File: src/rtl/cnn_layer_accel_weight_sequence_gen.sv
// Weight sequence generator: walks a Gray-coded phase and an entry index over
// the weight sequence table num_repeat times per start command. It emits an
// issue strobe for every real lookup and a valid strobe delayed by the table
// latency, and hands completion back to the layer controller with busy/done.
module cnn_layer_accel_weight_sequence_gen #(
  parameter int C_SEQ_LEN        = 5,
  parameter int C_SEQ_ADDR_WIDTH = 3,
  parameter int C_RPT_WIDTH      = 8,
  parameter int C_TABLE_LAT      = 1
) (
  input  logic                        clk,
  input  logic                        rst,
  input  logic                        start,
  input  logic [C_RPT_WIDTH-1:0]      num_repeat,
  input  logic                        stall,
  output logic [1:0]                  gray_code,
  output logic [C_SEQ_ADDR_WIDTH-1:0] seq_data_addr,
  output logic                        seq_issue,
  output logic                        wht_addr_valid,
  output logic                        busy,
  output logic                        done
);

  // state  | meaning
  // IDLE   | waiting for start
  // RUN    | issuing lookups, one per unstalled cycle
  // DRAIN  | last lookup issued, waiting for the valid delay line to empty
  // DONE   | one-cycle completion pulse
  typedef enum logic [1:0] {
    S_IDLE  = 2'd0,
    S_RUN   = 2'd1,
    S_DRAIN = 2'd2,
    S_DONE  = 2'd3
  } state_t;

  localparam logic [C_SEQ_ADDR_WIDTH-1:0] LAST_ADDR = C_SEQ_ADDR_WIDTH'(C_SEQ_LEN - 1);
  localparam logic [C_RPT_WIDTH-1:0]      RPT_ONE   = C_RPT_WIDTH'(1);

  state_t                 state;
  logic [C_RPT_WIDTH-1:0] rpt_cnt;
  logic [C_TABLE_LAT-1:0] vld_dly;

  // Phase order 00 -> 01 -> 11 -> 10 -> 00; only one bit flips per step.
  function automatic logic [1:0] gray_next(input logic [1:0] g);
    logic [1:0] n;
    n = 2'b00;
    case (g)
      2'b00:   n = 2'b01;
      2'b01:   n = 2'b11;
      2'b11:   n = 2'b10;
      default: n = 2'b00;
    endcase
    return n;
  endfunction

  // An issue is the current address pair in RUN during an unstalled cycle;
  // it must drop in the same cycle stall rises, so it is decoded from state.
  assign seq_issue      = (state == S_RUN) && !stall;
  assign wht_addr_valid = vld_dly[C_TABLE_LAT-1];

  // Valid delay line matching the table's registered lookup latency.
  generate
    if (C_TABLE_LAT == 1) begin : g_lat1
      always_ff @(posedge clk or posedge rst) begin
        if (rst) vld_dly <= '0;
        else     vld_dly <= seq_issue;
      end
    end else begin : g_latn
      always_ff @(posedge clk or posedge rst) begin
        if (rst) vld_dly <= '0;
        else     vld_dly <= {vld_dly[C_TABLE_LAT-2:0], seq_issue};
      end
    end
  endgenerate

  // Sequencing FSM: address walk, repeat count and busy/done handshake.
  always_ff @(posedge clk or posedge rst) begin
    if (rst) begin
      state         <= S_IDLE;
      gray_code     <= 2'b00;
      seq_data_addr <= '0;
      rpt_cnt       <= '0;
      busy          <= 1'b0;
      done          <= 1'b0;
    end else begin
      case (state)
        S_IDLE: begin
          done <= 1'b0;
          if (start) begin
            gray_code     <= 2'b00;
            seq_data_addr <= '0;
            if (num_repeat != '0) begin
              rpt_cnt <= num_repeat;
              busy    <= 1'b1;
              state   <= S_RUN;
            end else begin
              done  <= 1'b1;
              state <= S_DONE;
            end
          end
        end
        S_RUN: begin
          if (!stall) begin
            if (seq_data_addr != LAST_ADDR) begin
              seq_data_addr <= seq_data_addr + 1'b1;
            end else begin
              seq_data_addr <= '0;
              gray_code     <= gray_next(gray_code);
              if (gray_code == 2'b10) begin
                rpt_cnt <= rpt_cnt - 1'b1;
                if (rpt_cnt == RPT_ONE) state <= S_DRAIN;
              end
            end
          end
        end
        S_DRAIN: begin
          // Stall is deliberately ignored here: the table keeps returning data.
          if (vld_dly == '0) begin
            busy  <= 1'b0;
            done  <= 1'b1;
            state <= S_DONE;
          end
        end
        default: begin
          done  <= 1'b0;
          state <= S_IDLE;
        end
      endcase
    end
  end

endmodule

File: config.mk
export PLATFORM = sky130hd
export DESIGN_NAME = cnn_layer_accel_weight_sequence_gen
export DESIGN_NICKNAME = d
export VERILOG_FILES = /design/src/rtl/cnn_layer_accel_weight_sequence_gen.sv
export SDC_FILE = /design/constraint.sdc
export NUM_CORES = 1
export LEC_CHECK = 0
export CAP_MARGIN = 20
export CELL_PAD_IN_SITES_DETAIL_PLACEMENT = 1
export CELL_PAD_IN_SITES_GLOBAL_PLACEMENT = 1
export CORE_UTILIZATION = 35
export CTS_CLUSTER_DIAMETER = 60
export CTS_CLUSTER_SIZE = 28
export DETAILED_ROUTE_END_ITERATION = 10
export PLACE_DENSITY = 0.77
export SLEW_MARGIN = 20
export SYNTH_ARGS = -nofsm -noshare
export SYNTH_HDL_FRONTEND = slang
export SYNTH_SLANG_ARGS = --single-unit
File: constraint.sdc
create_clock -name clk -period 1.6 [get_ports clk]
set_input_delay 0.24 -clock clk [delete_from_list [all_inputs] [get_ports clk]]
set_output_delay 0.24 -clock clk [all_outputs]
set_load 0.01 [all_outputs]
=== Yosys cells after proc, flatten, opt, wreduce, memory -nomap -nowiden ===
Cells that the tools add are included.

* Bits of input ports: 12
* Flip-flop bits (word level): 18
* Word-level logic and storage cells: 68

* Bitwise operators: 1
* Reductions and logical operators: 13
* Add/subtract/negate cells: 2
* Mux-type cells: 31
* Equality and inequality tests: 14

{| class="wikitable"
|+ Operators by type and width
! operator !! count
|-
| $mux W8 || 5
|-
| $mux W2 || 10
|-
| $pmux W8 S2 || 1
|-
| $pmux W2 S3 || 2
|-
| $reduce_and A6 Y1 || 2
|-
| $ne A2 B2 Y1 const B || 5
|-
| $mux W3 || 3
|-
| $eq A8 B1 Y1 const B || 1
|-
| $reduce_and A4 Y1 || 2
|-
| $reduce_bool A8 Y1 || 1
|-
| $sub A8 B1 Y8 const B || 1
|-
| $eq A2 B2 Y1 const B || 3
|-
| $mux W1 || 6
|-
| $pmux W3 S2 || 1
|-
| $eq A2 B1 Y1 const B || 2
|-
| $logic_not A2 Y1 || 2
|-
| $ne A2 B1 Y1 const B || 2
|-
| $pmux W2 S2 || 1
|-
| $reduce_bool A2 Y1 || 2
|-
| $add A3 B1 Y3 const B || 1
|-
| $ne A3 B3 Y1 const B || 1
|-
| $pmux W1 S3 || 1
|-
| $reduce_and A3 Y1 || 1
|-
| $pmux W1 S2 || 1
|-
| other kinds (4) || 4
|}

=== Logic depth before layout (Yosys ltp) ===
* Depth after elaboration: 6
* Mapped depth: 8
* Depth with buffers taken out: 7

=== Worst setup path before layout ===
OpenSTA, ideal clock, no wires.

* Kind: reg2reg
* From: register state[1]
* To: register rpt_cnt[2]
* Cell stages (with the launch flop): 9
* Arrival: 1504 ps
* Path buffers: 1
* Period minus slack after synthesis: 1630 ps
* Path slack: -30 ps
* Setup time: 126 ps
* Cells stage by stage: dfrtp_1 inv_1 ha_1 buf_2 nor2b_2 a22o_2 o21a_4 o22ai_1 a21oi_1

* Word-level cells in the longest chain between the ends: 3

{| class="wikitable"
|+ RTL lines
! what !! line !! RTL
|-
| start, declared || 39 || <nowiki>state_t state;</nowiki>
|-
| start signal, assigned || 79 || <nowiki>state <= S_IDLE;</nowiki>
|-
| start signal, assigned || 95 || <nowiki>state <= S_RUN;</nowiki>
|-
| start signal, assigned || 98 || <nowiki>state <= S_DONE;</nowiki>
|-
| $eq A2 B1 Y1 or $logic_not A2 Y1 (tied branches) || 86 || <nowiki>case (state)</nowiki>
|-
| $ne A2 B1 Y1 (no source line), or another cell as far along || -- ||
|-
| $reduce_and A6 Y1 (no source line) || -- ||
|-
| end signal, assigned || 93 || <nowiki>rpt_cnt <= num_repeat;</nowiki>
|-
| end signal, assigned || 110 || <nowiki>rpt_cnt <= rpt_cnt - 1'b1;</nowiki>
|-
| end, declared || 40 || <nowiki>logic [C_RPT_WIDTH-1:0] rpt_cnt;</nowiki>
|}

Parallel ways exist; a longest one is shown, timed or not.
A chain may end at the register's enable or synchronous reset.

=== Final worst setup path ===
* From: register state[1]
* To: register rpt_cnt[3]

The elaborated chain is that of the path after synthesis.

==> key figures <==
Timing
  • Slew @ Worst Pin: between 0.3 and 0.4 ns
  • Final setup vio count: 2
  • Setup TNS: -0.0268 ns
  • Min Hold Slack: 0.233 ns
  • RSZ-0062 raised after global routing: yes
  • Setup ws final: -0.0213 ns
  • Max Slew Vio Count: 0
  • Final Hold Fails: 0
  • Slew headroom: 76.7%
  • Final min period: 1.62 ns
  • Clk_skew: roughly 0.0051 ns
  • Final period util: 101%
  • FMAX: 617 MHz

Route
  • DRT Pass-1 Iters: 4
  • Via/cell ratio: 5.51
  • WL/cell: roughly 19 um
  • Final wirelength: approximately 4400 um
  • Residual DRC: 0
  • Iter 0 DRT Violations: 40
  • Detail Route Antenna Nets: 0
  • Via Count: roughly 1300

CTS
  • Htree depth: 1
  • Worst-Skew Late Latency: around 0.32 ns
  • Root Buffer: clkbuf_4
  • CTS max path bufs: 2
  • Hold_buf cts: 0
  • CTS Buf Count: 3
  • Clk slew on worst S/H paths: 0.12 ns
  • CTS sink cnt: 18
  • CTS tree: yes

GRT
  • Vias in the first global route: 1418
  • Largest net degree at the start of global routing: 19
  • Global-route wire length before repair: ~6600 um
  • Gr usage total: 25.1%
  • Antenna violations before repair: 0
  • Overflow after GRT: 0

Run
  • Total of max-cap violations: 0

Finish
  • Most frequent cells in the layout: 31 x buf_4, 17 x clkdlybuf4s50_1, 16 x dfrtp_1, 11 x nand2_1, 10 x nor2_1
  • Most common cell after layout, fill and taps aside: buf_4
  • Antenna cells: 0
  • Layout cell share with drive strength beyond 1: 42.2%
  • P&R area growth vs syn: 58.2%
  • Final core utilization: 57.5%
  • Final net count: between 200 and 250

Worst setup path
  • Critical R2R Launch: state[1]$_DFFE_PP0P_
  • Arrival time worst endpoint: around 1.8 ns
  • Crit Reg-Reg Endpoint: rpt_cnt[3]$_DFFE_PP0P_
  • Worst setup path class: reg -> reg
  • R2R setup slack: -0.02 ns
  • CP Capture Type: flop
  • Worst-path maximum fanout: 6
  • Worst setup startpoint: state[1]$_DFFE_PP0P_
  • Nature of the critical path startpoint: flop
  • Worst path required time: 1.81 ns
  • R2R depth: 8

Synthesis
  • Sequential share of the synthesized area: 37.2%
  • Yosys cell types: 43
  • Mapped Area: 1210 um2
  • Syn avg cell area: 9.18 um2
  • Simple-gate share of the synthesized area: roughly 23%
  • Mux cell area share after synthesis: under 10%
  • Complex-gate fraction of the synthesized area: 25.5%
  • Post-synthesis adder-cell area fraction: roughly 8.3%
  • Xor/xnor share of the synthesized area: 0%
  • Syn_nets: 152
  • Post-synth EDFFs: 0
  • Syn Inst Count: 132
  • Largest family of logic cells by synthesized area: compound AO/OA/AOI/OAI gates
  • Fraction of registers with async set/reset: 100%
  • Top_reg_cell synth: dfrtp_1
  • Yosys Warn Count: 0
  • Yosys reg bits: 18

Die
  • Die X: 60.9 um
  • Core box area: 3340 um2
  • Die Area: 3700 um2
  • Site Rows: 21
  • # IOs: 21
  • Die height: 60.9 um
  • Initial Util: 36.3%

Power
  • Combinational power share: about three fifths
  • Sequential power share: between 20% and 30%
  • Design Power: 2.76 mW
  • Pwr Density: 1440 nW/um2
  • Peak VDD IR: 0.624 mV
  • Leakage power: 0.815 nW
  • Sw Ratio: between 40% and 50%
  • Clock share of power: 11.2%
  • P_sw: roughly 1.2 mW
  • Pint: 1.61 mW

Min path
  • HP Class: in -> async

Run status
  • Outcome: finished, violations left
  • Failing checks: setup timing

Placement
  • Dpl hpwl: 2940 um
  • Port bufs: 20
  • Gpl congestion: 0.828
-- cell usage after synthesis, drive strengths merged (2+ instances only) --
cell type | instances | area [um2]
nor2 | 12 | 55.1
ha | 8 | 100
o21a | 2 | 22.5
a31oi | 2 | 12.5
nor3 | 3 | 15.0
nor4 | 2 | 42.5
o22ai | 8 | 50.1
inv | 9 | 33.8
dfrtp | 18 | 450
and2 | 2 | 12.5
nand3 | 5 | 30.0
nand2 | 12 | 45.0
a22o | 2 | 18.8
nand4 | 2 | 12.5
nor2b | 3 | 23.8
a21oi | 10 | 50.1
o21ai | 11 | 66.3
buf | 4 | 20.0
-- routing by layer --
metal | GRT usage (%) | routed length, um
met5 | 0 | 0
met4 | 12.7 | 178
met2 | 44.7 | 2290
met1 | 30.1 | 1790
met3 | 2.35 | 150
-- critical path, stage by stage, from the launching register on --
cell and delay [ns]:
dfrtp_1 0.42, inv_2 0.11, ha_4 0.15, buf_6 0.12, inv_2 0.04, a22o_4 0.28, o21a_4 0.16, o22ai_1 0.17
a21oi_1 0.06
-- flip-flops by register name, indices dropped and copies added (netlist names) --
name	count
done	1
gray_code	2
state	2
busy	1
seq_data_addr	3
wht_addr_valid	1
rpt_cnt	8
-- power by group through the flow --
stage	Combinational [mW]	Sequential (mW)	Clock, mW
global route	1.85	0.775	0.328
global placement	1.30	0.725	0
finish	1.70	0.759	0.309
floorplan	0.687	0.767	0
CTS	1.48	0.730	0.315
detailed placement	1.38	0.734	0
-- stage by stage --
step	setup WS (ns)	cells	cell area, um2
floorplan	0.000706	132	1220
global placement	-0.225	222	1670
detailed placement	-0.305	222	1670
CTS	-0.00198	229	1780
global route	-0.0592	233	1920
finish	-0.0213	233	1920
-- what timing repair did --
| item | 4_1_cts | 5_1_grt |
|---|---|---|
| setup endpoints to repair | 14 | 16 |
| pin swaps | 7 | 11 |
| gates resized for setup | 18 | 28 |
| setup buffers | 2 | 4 |
| gates cloned | 1 | 0 |
-- worst max-delay path by stage --
stage / to / slack (ns) / depth (start not counted)
CTS: state[1]$_DFFE_PP0P_ / -0.002 / 7
global placement: rpt_cnt[7]$_DFFE_PP0P_ / -0.23 / 6
global route: rpt_cnt[6]$_DFFE_PP0P_ / -0.06 / 8
floorplan: state[1]$_DFFE_PP0P_ / 0.0007 / 7
finish: rpt_cnt[3]$_DFFE_PP0P_ / -0.02 / 8
detailed placement: rpt_cnt[2]$_DFFE_PP0P_ / -0.30 / 6
-- layout make-up --
| class | instances | area (um2) |
|---|---|---|
| Sequential cell | 18 | 453 |
| Timing Repair Buffer | 55 | 468 |
| Multi-Input combinational cell | 101 | 866 |
| Fill cell | 389 | 1420 |
| Tap cell | 46 | 57.6 |
| Inverter | 9 | 37.5 |
| Clock buffer | 4 | 36.3 |
-- cells by family after synthesis --
kind of cell,count (synthesis)
buffers and inverters,13
adder cells (fa/ha/maj),8
flip-flops,18
multiplexers,2
AND/OR/NAND/NOR,46
AO/OA/AOI/OAI,45
Power figures use the tool's default switching activity.
